<file path="src/rtl/clock_step_controller.sv">
// CPU step/run clock-enable generator: divides clk_100MHz by a loadable period and
// issues single-cycle cpu_ce pulses while running or for one single step.
module clock_step_controller #(
    parameter int unsigned DIV_W       = 26,
    parameter int unsigned DEFAULT_DIV = 50_000_000,
    parameter int unsigned CNT_W       = 32
) (
    input  logic             clk_100MHz,
    input  logic             reset,
    input  logic             div_load,
    input  logic [DIV_W-1:0] div_value,
    input  logic             run_req,
    input  logic             step_req,
    input  logic             halt_req,
    output logic             cpu_ce,
    output logic             clk_slow,
    output logic             step_done,
    output logic [1:0]       state,
    output logic [CNT_W-1:0] tick_count
);

    typedef enum logic [1:0] {
        ST_HALT = 2'd0,
        ST_RUN  = 2'd1,
        ST_STEP = 2'd2
    } state_e;

    // A zero period would never reach terminal count, so it is clamped to 1.
    localparam logic [DIV_W-1:0] RESET_DIV =
        (DEFAULT_DIV == 0) ? DIV_W'(1) : DIV_W'(DEFAULT_DIV);

    state_e             state_q, state_d;
    logic [DIV_W-1:0]   div_q, div_d;
    logic [DIV_W-1:0]   cnt_q, cnt_d;
    logic               cpu_ce_q, cpu_ce_d;
    logic               clk_slow_q, clk_slow_d;
    logic               step_done_q, step_done_d;
    logic [CNT_W-1:0]   tick_q, tick_d;
    logic               terminal_c;
    logic               counting_c;

    assign terminal_c = (cnt_q == (div_q - DIV_W'(1)));

    // Counting edges: the FSM stays in RUN/STEP and no load restarts the period.
    assign counting_c = !halt_req && !div_load &&
                        ((state_q == ST_RUN && run_req) || (state_q == ST_STEP));

    // State register and all registered outputs.
    always_ff @(posedge clk_100MHz) begin
        if (reset) begin
            state_q     <= ST_HALT;
            div_q       <= RESET_DIV;
            cnt_q       <= '0;
            cpu_ce_q    <= 1'b0;
            clk_slow_q  <= 1'b0;
            step_done_q <= 1'b0;
            tick_q      <= '0;
        end else begin
            state_q     <= state_d;
            div_q       <= div_d;
            cnt_q       <= cnt_d;
            cpu_ce_q    <= cpu_ce_d;
            clk_slow_q  <= clk_slow_d;
            step_done_q <= step_done_d;
            tick_q      <= tick_d;
        end
    end

    // Next-state logic; halt_req dominates run_req, which dominates step_req.
    always_comb begin
        state_d = state_q;
        case (state_q)
            ST_HALT: begin
                if (!halt_req) begin
                    if (run_req) begin
                        state_d = ST_RUN;
                    end else if (step_req) begin
                        state_d = ST_STEP;
                    end
                end
            end
            ST_RUN: begin
                if (halt_req || !run_req) begin
                    state_d = ST_HALT;
                end
            end
            ST_STEP: begin
                if (halt_req || (!div_load && terminal_c)) begin
                    state_d = ST_HALT;
                end
            end
            default: state_d = ST_HALT;
        endcase
    end

    // Period counter, divisor and pulse outputs; cnt returns to 0 on every non-counting edge.
    always_comb begin
        div_d       = div_q;
        cnt_d       = '0;
        cpu_ce_d    = 1'b0;
        step_done_d = 1'b0;
        clk_slow_d  = clk_slow_q;
        tick_d      = tick_q;
        if (div_load) begin
            div_d = (div_value == '0) ? DIV_W'(1) : div_value;
        end
        if (counting_c) begin
            if (terminal_c) begin
                cpu_ce_d    = 1'b1;
                clk_slow_d  = ~clk_slow_q;
                tick_d      = tick_q + CNT_W'(1);
                step_done_d = (state_q == ST_STEP);
            end else begin
                cnt_d = cnt_q + DIV_W'(1);
            end
        end
    end

    assign cpu_ce     = cpu_ce_q;
    assign clk_slow   = clk_slow_q;
    assign step_done  = step_done_q;
    assign state      = state_q;
    assign tick_count = tick_q;

endmodule

</file>
<file path="config.mk">
export PLATFORM = sky130hd
export DESIGN_NAME = clock_step_controller
export DESIGN_NICKNAME = d
export VERILOG_FILES = /design/src/rtl/clock_step_controller.sv
export SDC_FILE = /design/constraint.sdc
export NUM_CORES = 1
export LEC_CHECK = 0
export CORE_ASPECT_RATIO = 0.6
export CORE_UTILIZATION = 59
export DETAILED_ROUTE_END_ITERATION = 16
export GPL_ROUTABILITY_DRIVEN = 0
export HOLD_SLACK_MARGIN = 0.03
export PLACE_DENSITY = 0.95
export SETUP_SLACK_MARGIN = 0.3
export SLEW_MARGIN = 20
export SYNTH_ARGS = -nofsm -noshare
export SYNTH_HDL_FRONTEND = slang
export SYNTH_SLANG_ARGS = --single-unit
</file>
<file path="constraint.sdc">
create_clock -name clk_100MHz -period 7.27 [get_ports clk_100MHz]
set_input_delay 2.181 -clock clk_100MHz [delete_from_list [all_inputs] [get_ports clk_100MHz]]
set_output_delay 2.181 -clock clk_100MHz [all_outputs]
set_load 0.01 [all_outputs]
</file>
# == After elaboration in Yosys (flattened, before gate mapping) ==
# Index checks and enable logic that the tools add are counted.
# totals
output_inout_bits,37
wordCells,45
regBits,89
# op_classes
n_eq_ne,7
bitwise_logic,3
add_sub_neg,3
n_reduce_logical,17
mux,8
# ops
op,count
adder 32 x 1 -> 32 bit (second input constant),1
adder 26 x 1 -> 26 bit (second input constant),1
== test 26 bit,1
logical NOT 26 bit,1
two-way mux 26 bit,1
subtractor 26 x 1 -> 26 bit (second input constant),1
two-way mux 2 bit,5
one-hot mux 2 bit (3 select lines),1
OR reduction 3 bit,2
logical AND 1 bit,4
!= test 2 bit (second input constant),2
AND reduction 4 bit,1
logical NOT 1 bit,3
logical OR 1 bit,3
!= test 3 bit (second input constant),1
NOT 1 bit,3
== test 2 x 1 -> 1 bit (second input constant),1
== test 2 bit (second input constant),1
logical NOT 2 bit,1
!= test 2 x 1 -> 1 bit (second input constant),1
AND reduction 2 bit,1
OR reduction 2 bit,1
two-way mux 1 bit,1

# == Longest topological paths before layout ==
# depth
word_depth,6
ltp_mapped,12
depth_no_buf,10

# == Worst setup path before layout ==
# OpenSTA, ideal clock, no wires.
# synth_timing
path_type,input -> register
from,input div_load
to,register tick_q[31] (netlist: tick_count[31])
path_slack_ns,3.507
setup_time_ns,0.070
t_arrival_ns,3.693
cell_stages,7
path_cell_list,clkbuf_1 -> a21oi_1 -> nor2b_1 -> nand3_1 -> or4_1 -> or3_1 -> a21oi_1
# synth_between
elab_chain_cells,4
# synth_rtl
item,line_no,source
start: declaration,10,"input logic div_load,"
logical NOT 1 bit,45,assign counting_c = !halt_req && !div_load &&
logical AND 1 bit (2 in series),45,
AND reduction 2 bit (no line),n/a,
end signal: assignment,65,tick_q <= tick_d;
end: declaration,38,"logic [CNT_W-1:0] tick_q, tick_d;"
# No other way between the ends.
# A chain may end at the register's enable or synchronous reset.

# == Final worst setup path ==
# layout_timing
from,input div_load
to,register tick_q[21] (netlist: tick_count[21])
# Same word-level chain as after synthesis.

==> flow_summary_export.csv <==
group,metric,value,unit
global_route,grt_pass1_wl,22.4,mm
detailed_routing,vias,4958,
global_route,grt_pass1_vias,4645,
run,cap_violations,0,
cts,cts-hold-fix-buffers,0,
die,die_width,120,um
final_layout,instances_no_fill,764,
detailed_routing,drt_iter0_drc,591,
logic_synthesis,post_synth.cell_area_avg,8.19,um2
die,io_pins,69,
logic_synthesis,synth-seq-cells,89,
sta,max_freq,231,MHz
logic_synthesis,ys_types,54,
critical_path,endpoint_kind,"flip-flop",
final_layout,nFillCells,562,
final_layout,seq_area,1780,um2
placement,dpl_cell_area,5610,um2
sta,fin_tns_setup,0,ns
sta,max_slew_margin,38.0,%
logic_synthesis,ys_seq_area_share,36.4,%
logic_synthesis,syn_area,4900,um2
run_status,status,"complete, no violations",
die,core,7950,um2
sta,worst_pin_slew,0.927,ns
final_layout,fin_area,5920,um2
detailed_routing,firstDrtPassIters,6,
sta,rsz0062_at_grt,"false",
cts,post-cts-setup-buffers,0,
placement,portBuffers,68,
detailed_routing,viasPerCell,6.49,
final_layout,layout_common_cells,"dfxtp_1, clkdlybuf4s50_1, nor2_1, nand2_1, a21oi_1",
cts,cts_tree,"built",
power_and_ir_drop,leakage,2.05,nW
detailed_routing,routedWlPerCell,18.9,um
cts,cts_made_buffers,9,
logic_synthesis,synthArstFlopShare,0,%
power_and_ir_drop,peakVddDrop,0.115,mV
critical_path,critical_path_arrival,4.60,ns
critical_path,required,7.55,ns
global_route,grt_antenna_before_repair,0,
hold_path,min_path_type,"reg -> reg",
critical_path,worstPathMaxFanout,42,
detailed_routing,wirelength,14.4,mm
logic_synthesis,yosys_warnings,0,
sta,fin_crit_sh,59.5,%
logic_synthesis,synth_ff_type,"dfxtp_1",
sta,finClkSkew,0.00877,ns
die,start_util,61.7,%
sta,final.min_clock_period,4.32,ns
cts,clkTransAtPathRegs,0.07,ns
cts,clockBufferDepth,2,
final_layout,area_growth,20.9,%
global_route,grt.overflow.total,0,
critical_path,critical_path_class,"in -> reg",
cts,numClockSinks,89,
global_route,grt_max_degree,55,
final_layout,nNetsFinal,686,
power_and_ir_drop,cellPowerDensity,186,nW/um2
detailed_routing,drcViolationCount,0,
cts,clk_latency,0.35,ns
cts,cts_root_buf,"clkbuf_16",
sta,setup_viol,0,
placement,dp.cells,748,
die,design.die.area,8690,um2
final_layout,final_common_cell,"dfxtp_1",
placement,dp_hpwl,10.3,mm
critical_path,cp-start-kind,"input pin",
sta,hold_viol,0,
logic_synthesis,synth_edf_count,0,
final_layout,num_antenna_cells,0,
final_layout,multi_input_area,2930,um2
cts,htreeDepth,3,
logic_synthesis,synthesis.nets,633,
detailed_routing,final_antenna_net_count,0,
logic_synthesis,synthCells,598,
sta,drv_slew,0,
die,die_y,72.6,um
global_route,track_usage,33.3,%
cts,ctsResizeCount,0,
die,row_count,25,
final_layout,drive_gt1_share,5.03,%
## critical path, stage by stage
cell	delay [ns]
clkdlybuf4s50_1	0.40
buf_4	0.28
a21oi_1	0.22
nor2b_1	0.26
o211a_1	0.24
nand4_1	0.11
buf_4	0.27
or4_1	0.45
a21oi_1	0.18
## area by class of cell
cell class / instances / area share, %
timing repair buffer: 71 / 11.8
multi-input combinational: 461 / 49.5
clock inverter: 5 / 1.04
sequential: 89 / 30.1
clock buffer: 11 / 4.10
inverter: 19 / 1.20
tap: 108 / 2.28
## metrics by stage
stage / util [%] / power [mW] / hold WS [ns] / setup WS [ns]
2_1_floorplan: - / 0.584 / 0.461 / 3.51
3_3_place_gp: 70.6 / 0.618 / 0.464 / 2.76
3_5_place_dp: 70.6 / 0.623 / 0.488 / 2.67
4_1_cts: 74.5 / 1.09 / 0.504 / 3.00
5_1_grt: 74.5 / 1.12 / 0.522 / 2.80
6_report: 74.5 / 1.10 / 0.505 / 2.95
## logic make-up (layout without fill, tap and decap cells)
family / Yosys count / count (layout) / share of synthesized area, %
buffers and inverters: 48 / 106 / 3.91
muxes: 28 / 28 / 5.75
and+or+nand+nor: 277 / 277 / 30.9
xor gates and xnor gates: 51 / 51 / 9.40
AOI/OAI and AO/OA: 102 / 102 / 12.9
DFF: 89 / 89 / 36.4
adders and majority gates: 3 / 3 / 0.766
## worst paths after layout
path | start | end | slack (ns) | cells after the start
worst max-delay path | div_load | tick_count[21]$_SDFFE_PP0P_ | 2.95 | 9
worst min-delay path | div_q[25]$_SDFFE_PP1P_ | div_q[25]$_SDFFE_PP1P_ | 0.50 | 2
worst max register to register | div_q[5]$_SDFFE_PP0P_ | tick_count[27]$_SDFFE_PP0P_ | 3.56 | 8
worst min register to register | div_q[25]$_SDFFE_PP1P_ | div_q[25]$_SDFFE_PP1P_ | 0.50 | 2
## power breakdown
| part | switching, mW | internal [mW] |
|---|---|---|
| clock network | 0.204 | 0.278 |
| registers | 0.0187 | 0.497 |
| logic | 0.0543 | 0.0490 |
| total | 0.277 | 0.824 |
## layer usage
metal  global-route usage, %  vias to the layer above  wire, um
met5                       0                        -         0
met1                    42.2                     2351      5990
met4                    13.3                        0       384
met2                    53.6                      283      6500
li1                        -                     2275         -
met3                    10.0                       49      1520
## registers in the layout, summed over array words and instances (netlist names)
name	cells
step_done	1
cpu_ce	1
div_q	26
state	2
tick_count	32
cnt_q	26
clk_slow	1
## Yosys cell counts (15+ instances only)
| cell type | count | area share [%] |
|---|---|---|
| nor2_1 | 60 | 4.6 |
| o21ai_0 | 24 | 2.5 |
| a21oi_1 | 38 | 3.9 |
| nor3_1 | 19 | 1.9 |
| nand3_1 | 28 | 2.9 |
| dfxtp_1 | 89 | 36 |
| or3_1 | 22 | 2.8 |
| nand4_1 | 19 | 2.4 |
| inv_1 | 19 | 1.5 |
| clkbuf_1 | 18 | 1.4 |
| xor2_1 | 21 | 3.8 |
| xnor2_1 | 29 | 5.2 |
| mux2i_1 | 27 | 5.5 |
| and3_1 | 15 | 1.9 |
| nand2_1 | 49 | 3.8 |
Note: power is estimated with default switching activity, not from simulation.
